## config.mk

```make
export PLATFORM = sky130hd
export DESIGN_NAME = control_unit
export DESIGN_NICKNAME = d
export VERILOG_FILES = /design/src/rtl/control_unit.sv
export SDC_FILE = /design/constraint.sdc
export NUM_CORES = 1
export LEC_CHECK = 0
export BUFFER_PORTS_ARGS = -buffer_cell sky130_fd_sc_hd__buf_2
export CAP_MARGIN = 20
export CORE_ASPECT_RATIO = 0.9
export CORE_MARGIN = 8
export CORE_UTILIZATION = 37
export DETAILED_ROUTE_END_ITERATION = 10
export PLACE_DENSITY = 0.79
export SLEW_MARGIN = 10
export SYNTH_ARGS = -nofsm -noshare
export SYNTH_HDL_FRONTEND = slang
export SYNTH_SLANG_ARGS = --single-unit
```

## constraint.sdc

```tcl
create_clock -name clock -period 1.5 [get_ports clock]
set_input_delay 0.075 -clock clock [delete_from_list [all_inputs] [get_ports clock]]
set_output_delay 0.075 -clock clock [all_outputs]
set_load 0.02 [all_outputs]
```

## src/rtl/control_unit.sv

```systemverilog
// Hardwired control sequencer for the DataPath: fetch in T0-T2, then per-opcode
// execute steps, one control step per clock, all strobes Moore-decoded from state and opcode.
module control_unit #(
    parameter bit HALT_ON_ILLEGAL = 1'b0
) (
    input  logic        clock,
    input  logic        clear,
    input  logic [31:0] IR,
    output logic        PCout,
    output logic        PCin,
    output logic        IncPC,
    output logic        MARin,
    output logic        MDRin,
    output logic        MDRout,
    output logic        Read,
    output logic        Write,
    output logic        IRin,
    output logic        Yin,
    output logic        Zlowin,
    output logic        Zlowout,
    output logic        Gra,
    output logic        Grb,
    output logic        Grc,
    output logic        Rin,
    output logic        Rout,
    output logic        BAout,
    output logic        Csignout,
    output logic        ADD,
    output logic        SUB,
    output logic        AND,
    output logic        OR,
    output logic        run,
    output logic        illegal,
    output logic [3:0]  step
);

    typedef enum logic [3:0] {
        T0   = 4'd0,
        T1   = 4'd1,
        T2   = 4'd2,
        T3   = 4'd3,
        T4   = 4'd4,
        T5   = 4'd5,
        T6   = 4'd6,
        T7   = 4'd7,
        HALT = 4'd14,
        RST  = 4'd15
    } state_t;

    localparam logic [4:0] OP_LD   = 5'b00000;
    localparam logic [4:0] OP_LDI  = 5'b00001;
    localparam logic [4:0] OP_ST   = 5'b00010;
    localparam logic [4:0] OP_ADD  = 5'b00011;
    localparam logic [4:0] OP_SUB  = 5'b00100;
    localparam logic [4:0] OP_AND  = 5'b00101;
    localparam logic [4:0] OP_OR   = 5'b00110;
    localparam logic [4:0] OP_ADDI = 5'b01100;
    localparam logic [4:0] OP_ANDI = 5'b01101;
    localparam logic [4:0] OP_ORI  = 5'b01110;
    localparam logic [4:0] OP_NOP  = 5'b11010;
    localparam logic [4:0] OP_HALT = 5'b11011;

    state_t     state;
    state_t     next_state;
    logic [4:0] opcode;
    logic       is_addr;
    logic       is_mem;
    logic       is_reg;
    logic       is_imm;
    logic       is_nop;
    logic       is_halt;
    logic       ir_fields_unused;

    // Register fields are decoded inside the DataPath via Gra/Grb/Grc.
    assign opcode           = IR[31:27];
    assign ir_fields_unused = ^IR[26:0];

    assign is_mem  = (opcode == OP_LD) || (opcode == OP_ST);
    assign is_addr = is_mem || (opcode == OP_LDI);
    assign is_reg  = (opcode == OP_ADD) || (opcode == OP_SUB) ||
                     (opcode == OP_AND) || (opcode == OP_OR);
    assign is_imm  = (opcode == OP_ADDI) || (opcode == OP_ANDI) || (opcode == OP_ORI);
    assign is_nop  = (opcode == OP_NOP);
    assign is_halt = (opcode == OP_HALT);

    always_ff @(posedge clock) begin
        if (clear) begin
            state <= RST;
        end else begin
            state <= next_state;
        end
    end

    always_comb begin
        next_state = state;
        case (state)
            RST:  next_state = T0;
            T0:   next_state = T1;
            T1:   next_state = T2;
            T2:   next_state = T3;
            T3: begin
                if (is_addr || is_reg || is_imm) begin
                    next_state = T4;
                end else if (is_nop) begin
                    next_state = T0;
                end else if (is_halt) begin
                    next_state = HALT;
                end else begin
                    next_state = HALT_ON_ILLEGAL ? HALT : T0;
                end
            end
            T4:   next_state = T5;
            T5:   next_state = is_mem ? T6 : T0;
            T6:   next_state = T7;
            T7:   next_state = T0;
            HALT: next_state = HALT;
            default: next_state = RST;
        endcase
    end

    always_comb begin
        PCout    = 1'b0;
        PCin     = 1'b0;
        IncPC    = 1'b0;
        MARin    = 1'b0;
        MDRin    = 1'b0;
        MDRout   = 1'b0;
        Read     = 1'b0;
        Write    = 1'b0;
        IRin     = 1'b0;
        Yin      = 1'b0;
        Zlowin   = 1'b0;
        Zlowout  = 1'b0;
        Gra      = 1'b0;
        Grb      = 1'b0;
        Grc      = 1'b0;
        Rin      = 1'b0;
        Rout     = 1'b0;
        BAout    = 1'b0;
        Csignout = 1'b0;
        ADD      = 1'b0;
        SUB      = 1'b0;
        AND      = 1'b0;
        OR       = 1'b0;
        run      = 1'b1;
        illegal  = 1'b0;
        step     = state;

        // clear overrides the whole decode in the same cycle it is seen
        if (clear) begin
            step = 4'd15;
        end else begin
            case (state)
                T0: begin
                    PCout  = 1'b1;
                    MARin  = 1'b1;
                    IncPC  = 1'b1;
                    Zlowin = 1'b1;
                end
                T1: begin
                    Zlowout = 1'b1;
                    PCin    = 1'b1;
                    Read    = 1'b1;
                    MDRin   = 1'b1;
                end
                T2: begin
                    MDRout = 1'b1;
                    IRin   = 1'b1;
                end
                T3: begin
                    if (is_addr) begin
                        Grb   = 1'b1;
                        BAout = 1'b1;
                        Yin   = 1'b1;
                    end else if (is_reg || is_imm) begin
                        Grb  = 1'b1;
                        Rout = 1'b1;
                        Yin  = 1'b1;
                    end else if (!is_nop && !is_halt) begin
                        illegal = 1'b1;
                    end
                end
                T4: begin
                    Zlowin   = 1'b1;
                    Grc      = is_reg;
                    Rout     = is_reg;
                    Csignout = !is_reg;
                    ADD      = is_addr || (opcode == OP_ADD) || (opcode == OP_ADDI);
                    SUB      = (opcode == OP_SUB);
                    AND      = (opcode == OP_AND) || (opcode == OP_ANDI);
                    OR       = (opcode == OP_OR) || (opcode == OP_ORI);
                end
                T5: begin
                    Zlowout = 1'b1;
                    if (is_mem) begin
                        MARin = 1'b1;
                    end else begin
                        Gra = 1'b1;
                        Rin = 1'b1;
                    end
                end
                T6: begin
                    MDRin = 1'b1;
                    if (opcode == OP_ST) begin
                        Gra  = 1'b1;
                        Rout = 1'b1;
                    end else begin
                        Read = 1'b1;
                    end
                end
                T7: begin
                    if (opcode == OP_ST) begin
                        Write = 1'b1;
                    end else begin
                        MDRout = 1'b1;
                        Gra    = 1'b1;
                        Rin    = 1'b1;
                    end
                end
                HALT: run = 1'b0;
                default: ;
            endcase
        end
    end

endmodule

```

==> impl_metrics.xml, run 1 <==
<?xml version="1.0" encoding="UTF-8"?>
<metrics>
  <group name="synthesis">
    <metric name="synth_mux_area_frac" unit="">0.0156</metric>
    <metric name="dominantRegCellSynth" unit="">dfxtp_1</metric>
    <metric name="synth.lib_cells_used.distinct" unit="">44</metric>
    <metric name="synth_top_cell_area_share" unit="">0.111</metric>
    <metric name="post-synth-top-count-cell" unit="">nor2_1</metric>
    <metric name="synth_cells" unit="">106</metric>
    <metric name="synth_compound_gate_area_share" unit="">0.227</metric>
    <metric name="synth_simple_gate_area_frac" unit="">0.462</metric>
    <metric name="synth_area_leaders" unit="">dfxtp_1, nor2_1, nor3_1</metric>
    <metric name="synth_cell_count_leaders" unit="">nor2_1, nor3_1, inv_1</metric>
    <metric name="synthesis.area" unit="um2">723</metric>
    <metric name="synth-edff-count" unit="">0</metric>
    <metric name="ys_seq_area_frac" unit="">0.111</metric>
    <metric name="yosysWarningCount" unit="">0</metric>
    <metric name="combinational_family_with_the_most_area_after_synthesis" unit="">simple AND/OR/NAND/NOR gates</metric>
    <metric name="synth_fp_nets" unit="">140</metric>
    <metric name="synth_seq_cells" unit="">4</metric>
    <metric name="synth_async_sr_flop_share" unit="">0</metric>
    <metric name="synth-xor-area-share" unit="">0.0242</metric>
    <metric name="post-synth-top-area-cell" unit="">dfxtp_1</metric>
    <metric name="synthAdderAreaFrac" unit="">0</metric>
    <metric name="syn_area_per_cell" unit="um2">6.82</metric>
  </group>
  <group name="route">
    <metric name="drt_first_pass_iters" unit="">4</metric>
    <metric name="drc" unit="">0</metric>
    <metric name="vias_per_cell" unit="">5.74</metric>
    <metric name="final_antenna_net_count" unit="">0</metric>
    <metric name="drt_wl_total" unit="um">3160</metric>
    <metric name="drt_iter0_markers" unit="">59</metric>
    <metric name="routedWlPerCell" unit="um">17.7</metric>
    <metric name="routed-via-count" unit="">1028</metric>
  </group>
  <group name="grt">
    <metric name="grt.met3_usage" unit="">0.0462</metric>
    <metric name="grtUsageMet1" unit="">0.144</metric>
    <metric name="grt_use_total" unit="">0.143</metric>
    <metric name="grt.overflow.total" unit="">0</metric>
    <metric name="first_pass_grt_wire_length" unit="um">4380</metric>
    <metric name="antenna_found_initial" unit="">0</metric>
    <metric name="use_met2" unit="">0.271</metric>
    <metric name="first_global_vias" unit="">957</metric>
    <metric name="grt_start_max_net_pins" unit="">16</metric>
    <metric name="global_routing_s_busiest_layer" unit="">met2</metric>
  </group>
  <group name="clock_tree">
    <metric name="holdBufCountCts" unit="">0</metric>
    <metric name="worst_skew_pair.late_latency" unit="ns">0.23</metric>
    <metric name="clk_transition_reported_paths" unit="ns">0.04</metric>
    <metric name="cts_root_buffer" unit="">clkbuf_4</metric>
    <metric name="cts_tree" unit="">done</metric>
    <metric name="cts-htree-levels" unit="">1</metric>
    <metric name="cts_buffer_depth" unit="">2</metric>
    <metric name="clkSinkCount" unit="">4</metric>
    <metric name="numCtsBuffers" unit="">3</metric>
  </group>
  <group name="outcome">
    <metric name="outcome" unit="">complete, but fails checks</metric>
    <metric name="violations" unit="">setup timing</metric>
  </group>
  <group name="critical_path">
    <metric name="r2r.worst_path.cells" unit="">5</metric>
    <metric name="critPathLaunchType" unit="">flip-flop</metric>
    <metric name="worstReg2RegEnd" unit="">state[1]$_SDFF_PP1_</metric>
    <metric name="crit_arrival" unit="ns">1.60</metric>
    <metric name="critPathMaxFanout" unit="">4</metric>
    <metric name="required_time_of_the_critical_path" unit="ns">1.42</metric>
    <metric name="reg2reg_setup_slack" unit="ns">0.02</metric>
    <metric name="worst_r2r_startpoint" unit="">state[0]$_SDFF_PP1_</metric>
    <metric name="critical_path_class" unit="">reg2out</metric>
    <metric name="worstSetupEndpointType" unit="">output pin</metric>
  </group>
  <group name="sta">
    <metric name="summed_negative_setup_slack_over_all_endpoints" unit="ns">-1.98</metric>
    <metric name="final-max-slew-violation-count" unit="">0</metric>
    <metric name="slew_headroom" unit="">0.774</metric>
    <metric name="finalSetupViolCount" unit="">22</metric>
    <metric name="max_freq" unit="GHz">0.596</metric>
    <metric name="skew_final" unit="ns">0.00383</metric>
    <metric name="tightest_pin_transition" unit="ns">0.337</metric>
    <metric name="report.final.hold_viol_count" unit="">0</metric>
    <metric name="min_period" unit="ns">1.68</metric>
    <metric name="timing.final.crit_share" unit="">1.12</metric>
    <metric name="worst_slack" unit="ns">-0.178</metric>
    <metric name="grt_setup_unrepaired" unit="">true</metric>
  </group>
  <group name="place">
    <metric name="gpl.final_weighted_congestion" unit="">0.863</metric>
    <metric name="detailed_place_hpwl" unit="um">1880</metric>
    <metric name="detailedPlace.worstSlack" unit="ns">-0.0168</metric>
    <metric name="placement.cell_area" unit="um2">977</metric>
    <metric name="placement.io_buffers" unit="">35</metric>
  </group>
  <group name="final_layout">
    <metric name="drive_above_1_share" unit="">0.662</metric>
    <metric name="post_route_standard_cell_area_excluding_fillers" unit="um2">1310</metric>
    <metric name="insertedDiodeCount" unit="">0</metric>
    <metric name="reg_top3" unit="">state: 4 flops</metric>
    <metric name="largest_register_ff_count" unit="">4</metric>
    <metric name="largest-register" unit="">state</metric>
    <metric name="area_growth" unit="%">80.4</metric>
    <metric name="post-route-util" unit="">0.695</metric>
    <metric name="nNetsFinal" unit="">190</metric>
  </group>
  <group name="die">
    <metric name="fp-row-count" unit="">15</metric>
    <metric name="floorplan.die_area" unit="um2">3630</metric>
    <metric name="die_height" unit="um">57.9</metric>
    <metric name="boundaryPins" unit="">63</metric>
    <metric name="coreArea" unit="um2">1880</metric>
    <metric name="floorplan.initialDensity" unit="">0.385</metric>
    <metric name="die-width" unit="um">62.6</metric>
  </group>
  <group name="flow_run">
    <metric name="max_cap_violations" unit="">0</metric>
  </group>
  <group name="min_path">
    <metric name="holdCritStartpoint" unit="">clear</metric>
    <metric name="hold_path_class" unit="">in2reg</metric>
    <metric name="min_delay_path_depth" unit="">2</metric>
    <metric name="worstHoldEndpoint" unit="">state[0]$_SDFF_PP1_</metric>
  </group>
  <group name="power">
    <metric name="static-leakage-power" unit="uW">0.000536</metric>
    <metric name="powerDensity" unit="nW/um2">1370</metric>
    <metric name="ir_worst_vdd" unit="V">0.000753</metric>
  </group>
</metrics>
worst max path at each step:
stage	startpoint	endpoint	slack (ns)
after floorplan	state[0]$_SDFF_PP1_	Grc	-0.09
after global placement	state[2]$_SDFF_PP1_	BAout	0.02
after detailed placement	state[3]$_SDFF_PP1_	Grc	-0.02
after CTS	state[2]$_SDFF_PP1_	illegal	-0.16
after global routing	state[1]$_SDFF_PP1_	Rout	-0.25
final	state[3]$_SDFF_PP1_	illegal	-0.18
layer usage:
metal / part of all wire / vias to the layer above
met4: 0.028 / 0
li1: - / 476
met5: 0 / -
met2: 0.53 / 45
met3: 0.059 / 12
met1: 0.38 / 495
critical path, cell delays in order (launching register included):
cell and delay (ns):
dfxtp_1 0.32, or2_4 0.27, or3_4 0.36, a311oi_2 0.24, buf_4 0.19
report_power, final:
| group | internal, uW | switching, uW |
|---|---|---|
| Combinational | 614 | 806 |
| Clock | 89.2 | 39.8 |
| Sequential | 172 | 60.3 |
| Total | 876 | 906 |
what timing repair did:
action                                  4_1_cts  5_1_grt
resized for setup                            30       39
pin swaps                                     6       10
endpoints found under the setup margin       22       25
gates cloned                                  0        1
buffers inserted                              2        6
metrics by stage:
step / cells / power [uW] / hold slack [ns]
after global routing: 179 / 1880 / 0.180
after floorplan: 106 / 919 / 0.264
final: 179 / 1780 / 0.167
after CTS: 172 / 1550 / 0.158
after global placement: 167 / 1250 / 0.365
after detailed placement: 167 / 1290 / 0.370
layout by cell type, fill, tap and decap left out, drive strengths merged, types with 2 or more instances in the layout:
cell type,n
nor4,5
nor2,15
xnor2,2
buf,56
nand3,6
a211oi,3
or3,3
a21oi,4
clkinvlp,2
clkbuf,3
or2,4
or2b,2
nand2,5
o21ai,3
inv,6
dfxtp,4
nor3,10
area by class of cell:
cell class	instances	area (um2)
Timing Repair Buffer	56	433
Inverter	7	32.5
Timing Repair inverter	1	7.51
Multi-Input combinational cell	83	692
Fill cell	136	572
Sequential cell	4	86.3
Tap cell	25	31.3
Clock buffer	3	22.5
cell families after synthesis:
logic type / after synthesis
compound gates: 21
xor+xnor: 2
buf+inv: 19
flops: 4
mux: 1
simple gates: 59
No activity file was read; power rests on OpenSTA's default activity.
==> inputs of run 2 (changes only) <==
--- a/config.mk
+++ b/config.mk
@@ -12,6 +12,7 @@
 export CORE_UTILIZATION = 37
 export DETAILED_ROUTE_END_ITERATION = 10
 export PLACE_DENSITY = 0.79
+export SETUP_SLACK_MARGIN = 0.1
 export SLEW_MARGIN = 10
 export SYNTH_ARGS = -nofsm -noshare
 export SYNTH_HDL_FRONTEND = slang
==> run 2 against run 1 <==
Compared with the run above:
- non-clock buffer count grew 8
- largest power group unchanged
- global-route usage shrank 0.40 points
- via count shrank 1.5%
- critical path type unchanged
- clock power is essentially flat
- highest routed layer unchanged
- the flow still finishes with violations (setup timing)
==> impl_metrics.xml, run 2 (synthesized netlist as in run 1, its figures left out) <==
<?xml version="1.0" encoding="UTF-8"?>
<metrics>
  <group name="power">
    <metric name="powerDensity" unit="nW/um2">1470</metric>
    <metric name="static-leakage-power" unit="uW">0.000579</metric>
    <metric name="design_power_total" unit="uW">1940</metric>
    <metric name="ir_worst_vdd" unit="V">0.00102</metric>
  </group>
  <group name="die">
    <metric name="floorplan.initialDensity" unit="">0.385</metric>
    <metric name="boundaryPins" unit="">63</metric>
    <metric name="fp-row-count" unit="">15</metric>
    <metric name="die-width" unit="um">62.6</metric>
    <metric name="coreArea" unit="um2">1880</metric>
    <metric name="floorplan.die_area" unit="um2">3630</metric>
    <metric name="die_height" unit="um">57.9</metric>
  </group>
  <group name="sta">
    <metric name="final-max-slew-violation-count" unit="">0</metric>
    <metric name="max_freq" unit="GHz">0.587</metric>
    <metric name="slew_headroom" unit="">0.816</metric>
    <metric name="min_period" unit="ns">1.70</metric>
    <metric name="finalSetupViolCount" unit="">17</metric>
    <metric name="skew_final" unit="ns">0.000740</metric>
    <metric name="timing.final.crit_share" unit="">1.14</metric>
    <metric name="report.final.hold_viol_count" unit="">0</metric>
    <metric name="tightest_pin_transition" unit="ns">0.275</metric>
    <metric name="worst_slack" unit="ns">-0.204</metric>
    <metric name="grt_setup_unrepaired" unit="">true</metric>
  </group>
  <group name="place">
    <metric name="detailed_place_hpwl" unit="um">1870</metric>
    <metric name="gpl.final_weighted_congestion" unit="">0.831</metric>
    <metric name="placement.io_buffers" unit="">35</metric>
    <metric name="detailedPlace.worstSlack" unit="ns">0.00875</metric>
    <metric name="numPlacedInstances" unit="">169</metric>
  </group>
  <group name="route">
    <metric name="highest_layer" unit="">met4</metric>
    <metric name="routedWlPerCell" unit="um">16.0</metric>
    <metric name="route.met2.wl" unit="um">1440</metric>
    <metric name="drt_first_pass_iters" unit="">4</metric>
    <metric name="wl_met3" unit="um">200</metric>
    <metric name="vias_per_cell" unit="">5.45</metric>
    <metric name="drt_wl_total" unit="um">2980</metric>
    <metric name="final_antenna_net_count" unit="">0</metric>
    <metric name="drt_iter0_markers" unit="">64</metric>
    <metric name="drc" unit="">0</metric>
    <metric name="routed-via-count" unit="">1013</metric>
    <metric name="detail_route.wirelength.met1" unit="um">1160</metric>
  </group>
  <group name="outcome">
    <metric name="outcome" unit="">complete, but fails checks</metric>
    <metric name="violations" unit="">setup timing</metric>
  </group>
  <group name="final_layout">
    <metric name="nNetsFinal" unit="">197</metric>
    <metric name="insertedDiodeCount" unit="">0</metric>
    <metric name="post-route-util" unit="">0.704</metric>
    <metric name="largest_register_ff_count" unit="">4</metric>
    <metric name="reg_top3" unit="">state: 4 flops</metric>
    <metric name="area_growth" unit="%">82.7</metric>
    <metric name="drive_above_1_share" unit="">0.658</metric>
    <metric name="largest-register" unit="">state</metric>
    <metric name="final_cells" unit="">186</metric>
    <metric name="layout.filler_cells" unit="">136</metric>
    <metric name="layout_common_cells" unit="">buf_4, buf_2, buf_6</metric>
    <metric name="mostFrequentLayoutCell" unit="">buf_4</metric>
  </group>
  <group name="clock_tree">
    <metric name="cts_tree" unit="">done</metric>
    <metric name="cts-htree-levels" unit="">1</metric>
    <metric name="clk_transition_reported_paths" unit="ns">0.04</metric>
    <metric name="worst_skew_pair.late_latency" unit="ns">0.23</metric>
    <metric name="cts_buffer_depth" unit="">2</metric>
    <metric name="clkSinkCount" unit="">4</metric>
    <metric name="numCtsBuffers" unit="">3</metric>
    <metric name="holdBufCountCts" unit="">0</metric>
    <metric name="cts_root_buffer" unit="">clkbuf_4</metric>
  </group>
  <group name="min_path">
    <metric name="hold_path_class" unit="">in2reg</metric>
  </group>
  <group name="critical_path">
    <metric name="required_time_of_the_critical_path" unit="ns">1.42</metric>
    <metric name="critPathLaunchType" unit="">flip-flop</metric>
    <metric name="crit_arrival" unit="ns">1.63</metric>
    <metric name="worstSetupEndpointType" unit="">output pin</metric>
    <metric name="critical_path_class" unit="">reg2out</metric>
    <metric name="critPathMaxFanout" unit="">3</metric>
  </group>
  <group name="grt">
    <metric name="grt_use_total" unit="">0.139</metric>
    <metric name="first_pass_grt_wire_length" unit="um">4260</metric>
    <metric name="first_global_vias" unit="">966</metric>
    <metric name="grt.overflow.total" unit="">0</metric>
    <metric name="grt_start_max_net_pins" unit="">13</metric>
    <metric name="antenna_found_initial" unit="">0</metric>
  </group>
  <group name="flow_run">
    <metric name="max_cap_violations" unit="">0</metric>
  </group>
</metrics>
==> run 2: timing repair <==
| action | CTS | global route |
|---|---|---|
| hold endpoints to repair | 0 | 0 |
| setup buffers | 8 | 6 |
| setup endpoints to repair | 25 | 27 |
| gates resized for setup | 30 | 26 |
| pin swaps | 10 | 10 |
==> run 2: routing by layer <==
metal  global-route usage  vias up
met4               0.0649        0
li1                     -      487
met5                    0        -
met2                0.252       40
met3               0.0423       14
met1                0.145      472
==> run 2: through the flow <==
stage / area [um2] / hold WS [ns] / TNS (ns)
after global routing: 1320 / 0.171 / -3.40
after global placement: 1000 / 0.366 / 0
after CTS: 1170 / 0.120 / -1.76
after detailed placement: 1000 / 0.365 / 0
final: 1320 / 0.150 / -1.56
after floorplan: 771 / 0.277 / -0.218
==> run 2: final cells by class <==
cell class / count / area (um2) / share of cell area
Sequential cell: 4 / 87.6 / 0.0663
Inverter: 7 / 31.3 / 0.0237
Timing Repair Buffer: 64 / 472 / 0.357
Multi-Input combinational cell: 83 / 677 / 0.512
Tap cell: 25 / 31.3 / 0.0237
Clock buffer: 3 / 22.5 / 0.0170
==> run 2: worst paths after layout <==
| check | end | start | slack, ns | cells past startpoint |
|---|---|---|---|---|
| worst min register to register | state[3]$_SDFF_PP1_ | state[3]$_SDFF_PP1_ | 0.64 | 3 |
| worst max-delay path | Rout | state[3]$_SDFF_PP1_ | -0.20 | 6 |
| worst max register to register | state[1]$_SDFF_PP1_ | state[0]$_SDFF_PP1_ | -0.10 | 6 |
| worst min-delay path | state[0]$_SDFF_PP1_ | clear | 0.15 | 2 |
==> run 2: report_power, final <==
group | switching, uW | total [uW] | internal, uW
registers | 63.9 | 239 | 175
clock network | 38.2 | 127 | 89.1
logic | 820 | 1580 | 758
==> run 2: worst max-delay path, cell delays in order, from the launching register on <==
cell and delay, ns:
dfxtp_2 0.32, or2_4 0.25, buf_4 0.15, a2111oi_4 0.20
a31oi_2 0.09, a211oi_4 0.23, buf_6 0.16
==> inputs of run 3 (changes only) <==
--- a/config.mk
+++ b/config.mk
@@ -7,13 +7,12 @@
 export LEC_CHECK = 0
 export BUFFER_PORTS_ARGS = -buffer_cell sky130_fd_sc_hd__buf_2
 export CAP_MARGIN = 20
-export CORE_ASPECT_RATIO = 0.9
+export CORE_ASPECT_RATIO = 1.25
 export CORE_MARGIN = 8
-export CORE_UTILIZATION = 37
+export CORE_UTILIZATION = 35
 export DETAILED_ROUTE_END_ITERATION = 10
-export PLACE_DENSITY = 0.79
+export PLACE_DENSITY = 0.75
 export SETUP_SLACK_MARGIN = 0.1
-export SLEW_MARGIN = 10
 export SYNTH_ARGS = -nofsm -noshare
 export SYNTH_HDL_FRONTEND = slang
 export SYNTH_SLANG_ARGS = --single-unit
==> run 3 against run 2 <==
Compared with the run above:
- critical endpoint unchanged
- critical path type unchanged
- global-route usage shrank 0.60 points
- the flow still finishes with violations (setup timing)
- sequential cell count is the same
- largest power group unchanged
- final cell count down 4.8%
==> impl_metrics.xml, run 3 (synthesized netlist as in run 1, its figures left out) <==
<?xml version="1.0" encoding="UTF-8"?>
<metrics>
  <group name="outcome">
    <metric name="outcome" unit="">complete, but fails checks</metric>
    <metric name="violations" unit="">setup timing</metric>
  </group>
  <group name="sta">
    <metric name="grt_setup_unrepaired" unit="">true</metric>
    <metric name="worst_slack" unit="ns">-0.221</metric>
    <metric name="timing.final.crit_share" unit="">1.15</metric>
    <metric name="max_freq" unit="GHz">0.581</metric>
    <metric name="tightest_pin_transition" unit="ns">0.375</metric>
    <metric name="min_period" unit="ns">1.72</metric>
    <metric name="final-max-slew-violation-count" unit="">0</metric>
    <metric name="slew_headroom" unit="">0.748</metric>
    <metric name="skew_final" unit="ns">0.00221</metric>
    <metric name="finalSetupViolCount" unit="">13</metric>
    <metric name="summed_negative_setup_slack_over_all_endpoints" unit="ns">-1.48</metric>
    <metric name="report.final.hold_viol_count" unit="">0</metric>
  </group>
  <group name="route">
    <metric name="routedWlPerCell" unit="um">15.9</metric>
    <metric name="vias_per_cell" unit="">5.55</metric>
    <metric name="routed-via-count" unit="">983</metric>
    <metric name="drc" unit="">0</metric>
    <metric name="drt_iter0_markers" unit="">12</metric>
    <metric name="final_antenna_net_count" unit="">0</metric>
    <metric name="drt_wl_total" unit="um">2810</metric>
    <metric name="drt_first_pass_iters" unit="">4</metric>
  </group>
  <group name="min_path">
    <metric name="hold_path_class" unit="">in2reg</metric>
    <metric name="holdCritStartpoint" unit="">clear</metric>
    <metric name="min_delay_path_depth" unit="">2</metric>
  </group>
  <group name="final_layout">
    <metric name="drive_above_1_share" unit="">0.656</metric>
    <metric name="final_cells" unit="">177</metric>
    <metric name="mostFrequentLayoutCell" unit="">buf_4</metric>
    <metric name="layout_common_cells" unit="">buf_4, buf_2, buf_6</metric>
    <metric name="area_growth" unit="%">79.1</metric>
    <metric name="largest-register" unit="">state</metric>
    <metric name="reg_top3" unit="">state: 4 flops</metric>
    <metric name="insertedDiodeCount" unit="">0</metric>
    <metric name="post-route-util" unit="">0.661</metric>
    <metric name="nNetsFinal" unit="">193</metric>
    <metric name="largest_register_ff_count" unit="">4</metric>
    <metric name="layout.filler_cells" unit="">152</metric>
  </group>
  <group name="clock_tree">
    <metric name="clkSinkCount" unit="">4</metric>
    <metric name="cts-htree-levels" unit="">1</metric>
    <metric name="cts_tree" unit="">done</metric>
    <metric name="worst_skew_pair.late_latency" unit="ns">0.23</metric>
    <metric name="cts_root_buffer" unit="">clkbuf_4</metric>
    <metric name="clk_transition_reported_paths" unit="ns">0.03</metric>
    <metric name="cts_buffer_depth" unit="">2</metric>
    <metric name="numCtsBuffers" unit="">3</metric>
    <metric name="holdBufCountCts" unit="">0</metric>
  </group>
  <group name="die">
    <metric name="die_height" unit="um">66.8</metric>
    <metric name="die-width" unit="um">56.7</metric>
    <metric name="floorplan.die_area" unit="um2">3790</metric>
    <metric name="boundaryPins" unit="">63</metric>
    <metric name="coreArea" unit="um2">1960</metric>
    <metric name="floorplan.initialDensity" unit="">0.369</metric>
    <metric name="fp-row-count" unit="">18</metric>
  </group>
  <group name="critical_path">
    <metric name="required_time_of_the_critical_path" unit="ns">1.42</metric>
    <metric name="worst_r2r_startpoint" unit="">state[0]$_SDFF_PP1_</metric>
    <metric name="crit_arrival" unit="ns">1.65</metric>
    <metric name="worstSetupStartpoint" unit="">state[1]$_SDFF_PP1_</metric>
    <metric name="critPathMaxFanout" unit="">6</metric>
    <metric name="r2r.worst_path.cells" unit="">5</metric>
    <metric name="slowest_stage_cell_on_the_critical_path" unit="">dfxtp_2</metric>
    <metric name="cpLargestDelayFamily" unit="">compound AO/OA/AOI/OAI gates</metric>
    <metric name="critical_path.most_common_cell" unit="">buf_6</metric>
    <metric name="critical-path-max-stage-delay" unit="ns">0.33</metric>
    <metric name="timing.critical_path.buf_inv" unit="">2</metric>
    <metric name="critPathLaunchType" unit="">flip-flop</metric>
    <metric name="critical_path_class" unit="">reg2out</metric>
    <metric name="worstSetupEndpointType" unit="">output pin</metric>
    <metric name="critical_path_depth" unit="">6</metric>
    <metric name="crit_path_cell_trace" unit="">buf_6, xnor2_1, o32ai_1, a31oi_1, a211oi_4, buf_6</metric>
  </group>
  <group name="flow_run">
    <metric name="max_cap_violations" unit="">0</metric>
  </group>
  <group name="grt">
    <metric name="grt_use_total" unit="">0.133</metric>
    <metric name="grt.overflow.total" unit="">0</metric>
    <metric name="antenna_found_initial" unit="">0</metric>
    <metric name="first_pass_grt_wire_length" unit="um">4280</metric>
    <metric name="grt_start_max_net_pins" unit="">13</metric>
    <metric name="first_global_vias" unit="">963</metric>
  </group>
  <group name="power">
    <metric name="static-leakage-power" unit="uW">0.000556</metric>
    <metric name="powerDensity" unit="nW/um2">1400</metric>
    <metric name="ir_worst_vdd" unit="V">0.00110</metric>
  </group>
  <group name="place">
    <metric name="placement.io_buffers" unit="">35</metric>
    <metric name="gpl.final_weighted_congestion" unit="">0.867</metric>
    <metric name="numPlacedInstances" unit="">166</metric>
    <metric name="detailed_place_hpwl" unit="um">1870</metric>
  </group>
</metrics>
[run 3: cell count changes in the layout (fill, tap and decap cells not counted), moves of 2 or more]
cell | before | now
nor3_1 | 8 | 5
nor3_2 | 2 | 5
buf_2 | 23 | 19
buf_8 | 0 | 2
[run 3: repair_timing]
action,CTS,global route
pin swaps,8,8
setup endpoints to repair,25,27
buffers inserted,5,4
resized for setup,37,28
[run 3: through the flow]
stage | power [uW] | setup slack [ns] | hold WS [ns] | cell area [um2]
6_report | 1820 | -0.221 | 0.152 | 1290
5_1_grt | 1940 | -0.269 | 0.159 | 1290
4_1_cts | 1630 | -0.222 | 0.129 | 1160
3_5_place_dp | 1260 | -0.0294 | 0.378 | 1010
3_3_place_gp | 1240 | 0.0103 | 0.376 | 1010
2_1_floorplan | 941 | -0.0706 | 0.277 | 771
[run 3: worst paths after layout]
kind                    endpoint  slack, ns
max reg2reg  state[1]$_SDFF_PP1_       0.12
max                         Rout      -0.22
min reg2reg  state[3]$_SDFF_PP1_       0.65
min          state[0]$_SDFF_PP1_       0.15
[run 3: worst register-to-register path, delay by kind of cell, from the launching register on]
family	cells	cell delay (ns)
AO/OA/AOI/OAI	3	0.35
buffers and inverters	1	0.15
flip-flops	1	0.35
AND/OR/NAND/NOR	1	0.40
[run 3: routing by layer]
metal,routed length (um),vias to the layer above,GRT usage
met3,103,4,0.0171
met4,27,0,0.0723
li1,-,483,-
met5,0,-,0
met2,1630,17,0.264
met1,1050,479,0.127
[run 3: area by class of cell]
type	instances	area, um2	area share
clock buffers	3	22.5	0.0174
flip-flops and latches	4	87.6	0.0676
inverters	7	33.8	0.0261
well taps	20	25.0	0.0193
repair buffers	60	463	0.357
multi-input cells	83	663	0.512
[run 3: report_power, final]
group | switching [uW] | internal, uW | total (uW)
combinational | 775 | 664 | 1440
clock | 43.1 | 89.4 | 133
sequential | 69.2 | 175 | 244
